[src/rtl/modn_cascade_counter.sv]
// Parametrised MOD-N counter of DIGITS cascaded digits: up/down, enable, load, clear, tc, sticky ovf.
// Optional: define MODN_CNT_SATURATE_EN to hold at the full-scale ends instead of wrapping.
module modn_cascade_counter #(
  parameter int MODULUS = 10,
  parameter int DIGITS  = 2,
  localparam int DW     = $clog2(MODULUS)
) (
  input  logic                 clk,
  input  logic                 rst,
  input  logic                 clr,
  input  logic                 load,
  input  logic [DIGITS*DW-1:0] load_val,
  input  logic                 en,
  input  logic                 up,
  output logic [DIGITS*DW-1:0] q,
  output logic                 tc,
  output logic                 ovf
);

  localparam logic [DW-1:0] MAX_DIG = DW'(MODULUS - 1);
  localparam logic [DW:0]   MOD_EXT = (DW + 1)'(MODULUS);

  generate
    if (MODULUS < 2 || MODULUS > 16 || DIGITS < 1 || DIGITS > 8) begin : g_bad_param
      $error("modn_cascade_counter: illegal parameters MODULUS=%0d DIGITS=%0d", MODULUS, DIGITS);
    end
  endgenerate

  logic [DIGITS*DW-1:0] cnt_q, cnt_d;
  logic                 ovf_q, ovf_d;
  logic [DIGITS-1:0]    dig_max, dig_zero;
  logic [DIGITS-1:0]    carry;
  logic                 all_max, all_zero;
  logic                 sat_hold;

  always_comb begin
    dig_max  = '0;
    dig_zero = '0;
    for (int i = 0; i < DIGITS; i++) begin
      dig_max[i]  = (cnt_q[i*DW +: DW] == MAX_DIG);
      dig_zero[i] = (cnt_q[i*DW +: DW] == '0);
    end
  end

  assign all_max  = &dig_max;
  assign all_zero = &dig_zero;

  // carry[i]: every digit below i sits at its rollover value for the current direction.
  always_comb begin
    carry    = '0;
    carry[0] = 1'b1;
    for (int i = 1; i < DIGITS; i++) begin
      carry[i] = carry[i-1] & (up ? dig_max[i-1] : dig_zero[i-1]);
    end
  end

`ifdef MODN_CNT_SATURATE_EN
  assign sat_hold = up ? all_max : all_zero;
`else
  assign sat_hold = 1'b0;
`endif

  assign tc = en & ~clr & ~load & (up ? all_max : all_zero);

  always_comb begin
    cnt_d = cnt_q;
    if (clr) begin
      cnt_d = '0;
    end else if (load) begin
      for (int i = 0; i < DIGITS; i++) begin
        if ({1'b0, load_val[i*DW +: DW]} >= MOD_EXT) begin
          cnt_d[i*DW +: DW] = MAX_DIG;
        end else begin
          cnt_d[i*DW +: DW] = load_val[i*DW +: DW];
        end
      end
    end else if (en && !sat_hold) begin
      for (int i = 0; i < DIGITS; i++) begin
        if (carry[i]) begin
          if (up) begin
            cnt_d[i*DW +: DW] = dig_max[i] ? '0 : cnt_q[i*DW +: DW] + DW'(1);
          end else begin
            cnt_d[i*DW +: DW] = dig_zero[i] ? MAX_DIG : cnt_q[i*DW +: DW] - DW'(1);
          end
        end
      end
    end
  end

  // tc is already gated by clr and load, so a load leaves the flag untouched.
  assign ovf_d = clr ? 1'b0 : (ovf_q | tc);

  always_ff @(posedge clk or posedge rst) begin
    if (rst) begin
      cnt_q <= '0;
      ovf_q <= 1'b0;
    end else begin
      cnt_q <= cnt_d;
      ovf_q <= ovf_d;
    end
  end

  assign q   = cnt_q;
  assign ovf = ovf_q;

endmodule

[config.mk]
export PLATFORM = sky130hd
export DESIGN_NAME = modn_cascade_counter
export DESIGN_NICKNAME = d
export VERILOG_FILES = /design/src/rtl/modn_cascade_counter.sv
export SDC_FILE = /design/constraint.sdc
export NUM_CORES = 1
export LEC_CHECK = 0
export CAP_MARGIN = 20
export CORE_MARGIN = 1
export CORE_UTILIZATION = 25
export DETAILED_ROUTE_END_ITERATION = 16
export GPL_TIMING_DRIVEN = 0
export HOLD_SLACK_MARGIN = 0.12
export PLACE_DENSITY = 0.58
export SYNTH_ARGS = -nofsm -noshare
export SYNTH_HDL_FRONTEND = slang
export SYNTH_SLANG_ARGS = --single-unit
[constraint.sdc]
create_clock -name clk -period 1.92 [get_ports clk]
set_clock_uncertainty 0.2 [all_clocks]
set_input_delay 0.384 -clock clk [delete_from_list [all_inputs] [get_ports clk]]
set_output_delay 0.384 -clock clk [all_outputs]
set_load 0.01 [all_outputs]
# Yosys cells after proc, flatten, opt, wreduce, memory -nomap -nowiden

Index checks and enable logic that the tools add are counted.

Flip-flop bits (word level): 9
Logic and storage cells: 39
Output and inout port bits: 10

Muxes and demuxes: 15
Bitwise operators: 6
Magnitude comparators: 2
Add/sub/neg operators: 4
Reductions and logical operators: 7
Equal/unequal tests: 2

Operator list:

| kind                                                                | count |
|---|---|
| 4-bit two-way mux                                                   | 9 |
| 8-bit two-way mux                                                   | 3 |
| 4-bit by 1-bit adder with 4-bit output (second input constant)      | 2 |
| 4-bit equality test (second input constant)                         | 2 |
| 4-bit greater-or-equal comparator (second input constant)           | 2 |
| 4-bit logical NOT                                                   | 2 |
| 4-bit by 1-bit subtractor with 4-bit output (second input constant) | 2 |
| 2-bit AND reduction                                                 | 3 |
| 3-bit nonzero test                                                  | 2 |
| 1-bit AND                                                           | 3 |
| 1-bit two-way mux                                                   | 3 |
| 1-bit NOT                                                           | 2 |
| 1-bit OR                                                            | 1 |

# Logic depth before layout (Yosys ltp)

Word-level depth: 7
Mapped depth: 6
Gate-level depth less buffers: 6

# Worst setup path before layout

No wires, ideal clock.

Kind: register to output
Start: register cnt_q[0], in the netlist q[0]
End: output port tc
Cell stages (with the launch flop): 6
Slack: -106 ps
Required time: 1336 ps
Path buffers: 0
Data arrival time: 1442 ps
Cells stage by stage: dfrtp_1 > inv_1 > ha_1 > nor3b_1 > o2bb2a_1 > nor4_2

Word-level cells in the longest chain between the ends: 4
Elaborated cells on any way between the ends: 6

RTL lines:

| item                                                     | line   | RTL |
|---|---|---|
| start, declared                                          | 29     | `logic [DIGITS*DW-1:0] cnt_q, cnt_d;` |
| start signal, assigned                                   | 98     | `cnt_q <= cnt_d;` |
| 4-bit equality test or 4-bit logical NOT (tied branches) | 40, 41 |  |
| 2-bit AND reduction, on equally long branches            | 45, 46 |  |
| 1-bit two-way mux (*)                                    | 63     | `assign tc = en & ~clr & ~load & (up ? all_max : all_zero);` |
| 1-bit AND (*)                                            | 63     |  |
| end, declared                                            | 16     | `output logic tc,` |

Every way passes the cells marked *; elsewhere a longest branch is shown, timed or not.

# Worst setup path in the final report

Ends and elaborated chain as after synthesis.

==> impl_results.md <==
* Cell class contributing the biggest share of worst-path delay: flip-flops
* Storage cell area at 229 um2
* RSZ-0062 raised after global routing: yes
* Post-synthesis sequential element count at 9
* Cts bufs inserted at 3
* Total power at 0.000774 W
* Iteration-0 DRC Markers at 65
* H-tree level count at 1
* Leakage power at 0.597 nW
* Number of global-route vias before repair at 972
* Number of buffer cells added on primary ports at 21
* Leading cell type in the layout, fill and taps excluded: clkdlybuf4s50_1
* Antenna diode count at 0
* Critical path's slowest cell: dfrtp_2
* Final core utilization at 0.419
* Post-DP HPWL at 1960 um
* Power Density at 536 nW/um2
* Drt first pass iters at 4
* Global-route wire length before repair at 4600 um
* I/O pin cnt at 24
* Crit Path Class: register to output port
* Worst hold path class: input pin to async pin
* Synth Flop Type: dfrtp_1
* Worst setup path endpoint: tc
* Critical Path Start Type: register
* Worst vdd ir at 0.165 mV
* Total number of vias at 996
* Routed WL per cell at 14.6 um
* Data arrival time of the critical path at 1.60 ns
* Area added between synthesis and finish at 55.5%
* Endpoints failing setup at 7
* Reg-to-reg startpoint: q[0]$_DFFE_PP0P_
* Largest net degree at the start of global routing at 11
* Die Height at 62.9 um
* Maximum fanout encountered on the critical timing path at 3
* Clock Sinks at 9
* Post-Synthesis Cells at 106
* Clock period minus final worst setup slack at 2.19 ns
* R2R Path End: q[6]$_DFFE_PP0P_
* Total area of multi-input combinational cells at 701 um2
* Count of endpoints failing hold in the final timing report at 0
* Highest cell delay on the worst timing path at 0.42 ns
* Total core area at 3440 um2
* Number of rows in the core area at 21
* Post-detailed-route DRC marker count at 0
* Count of fill cells added during filler insertion at 330
* Die outline area at 3960 um2
* Failing checks: negative setup slack
* Highest-count cells in the layout ignoring fill and taps: 19 x clkdlybuf4s50_1, 15 x buf_4, 6 x dfrtp_1
* Cell depth of the worst setup path at 6
* Total GRT Usage at 0.149
* CTS tree: done
* Status: finished with violations
* Async set-reset flop share out of synthesis at 1.00
* Post-CTS Hold Fix Bufs at 0
* Final critical-path setup slack at -0.266 ns
* Achievable clock frequency at 457 MHz
* Initial antenna violation count at 0
* Worst-case reg-to-reg path depth at 8
* Maximum clock path buffer count at 2
* Die boundary width at 62.9 um
* Aggregate global routing overflow at 0
* Mapped Nets at 123
* Post-Place Setup Slack at -0.815 ns
* Clk pin slew, worst setup/hold paths at 0.05 ns
* Share of the yosys chip area belonging to registers at 0.243
* Worst-margin pin slew at 0.381 ns
* Number of warnings printed during yosys synthesis at 0
* Worst slew margin relative to its limit at 0.746
* Fin Setup TNS at -0.868 ns
* RD Place Congestion at 0.808
* Capturing element type of the critical path: output port
* Part of the cycle the worst path needs at 1.14
* Root cell of the clock tree: clkbuf_8
* Worst Path Required at 1.34 ns
* Fraction of layout cells with a size suffix above 1 at 0.326
* Sum of buffers and inverters on the critical path at 2
* Count of flip-flops with a built-in enable after synthesis at 0
* Worst setup path startpoint: q[0]$_DFFE_PP0P_
* Via density at 5.24
* Initial core utilization at 0.270
* Post-route ant nets at 0
* Routed Wire Length at 2780 um
* Post-synthesis cell type count at 55
* Critical path, cell by cell: inv_2 -> ha_4 -> nor3b_4 -> o2bb2a_4 -> nor4_4 -> buf_2
* Slew Limit Fails at 0
* Net count reported at finish at 162
* Total standard cell area after synthesis at 928 um2
* Count of max-cap constraint violations at 0
* Mean Syn Cell Area at 8.76 um2
* FF-to-FF setup slack at -0.23 ns
* Clock network latency to the later pin of the worst-skew pair at 0.24 ns
* Hold WS at 0.226 ns
==> power by group <==
part	internal (W)	switching, W
Combinational	0.000175	0.000155
Sequential	0.000205	0.0000123
Clock	0.000145	0.0000822
Total	0.000525	0.000249
==> routing by layer <==
layer | part of all wire | track usage
met5 | 0 | 0
met4 | 0.023 | 0.0814
met3 | 0.040 | 0.0201
met2 | 0.51 | 0.239
met1 | 0.43 | 0.190
==> worst min path at each step <==
stage	slack, ns	end	cells after the start
finish	0.23	q[2]$_DFFE_PP0P_	2
global placement	0.29	ovf$_DFF_PP0_	1
detailed placement	0.29	ovf$_DFF_PP0_	1
CTS	0.24	q[7]$_DFFE_PP0P_	2
floorplan	0.01	ovf$_DFF_PP0_	1
global route	0.25	q[2]$_DFFE_PP0P_	2
==> through the flow <==
step / cell area, um2 / std cells
after floorplan: 942 / 106
after global placement: 1210 / 173
after detailed placement: 1210 / 173
after CTS: 1380 / 185
after global routing: 1440 / 190
final: 1440 / 190
==> cells by family after synthesis <==
logic type	share of synthesized area
adder cells (fa/ha/maj)	0.0404
multiplexers	0.0337
buffers and inverters	0.101
AND/OR/NAND/NOR	0.297
AO/OA/AOI/OAI	0.257
XOR/XNOR	0.0283
flip-flops	0.243
==> repair_timing <==
item,4_1_cts,5_1_grt
gates resized for setup,19,9
pin swaps,4,11
setup buffers,8,5
setup endpoints to repair,7,9
==> cells in the mapped netlist (2+ instances only) <==
cell type	number	area, um2
dfrtp_1	9	225
inv_1	7	26.3
nor2_1	6	22.5
a21oi_1	4	20.0
buf_2	4	20.0
nand2_1	4	15.0
nand2b_1	4	25.0
nor3_1	4	20.0
o21ai_0	4	20.0
ha_1	3	37.5
nand3_1	3	15.0
nand3b_1	3	22.5
a31oi_1	2	12.5
a32o_1	2	20.0
buf_6	2	22.5
mux2i_1	2	20.0
nor3b_1	2	15.0
nor4b_1	2	17.5
o211ai_1	2	15.0
xor2_1	2	17.5
==> cell type report <==
type / count / area share
Clock buffer: 4 / 0.0312
Tap cell: 46 / 0.0399
Inverter: 7 / 0.0199
Sequential cell: 9 / 0.159
Multi-Input combinational cell: 81 / 0.485
Timing Repair Buffer: 34 / 0.214
Buffer: 9 / 0.0511
==> registers in the layout (all words and copies together) (netlist names) <==
| register | count |
|---|---|
| ovf | 1 |
| q | 8 |
(Power assumes the default switching activity.)
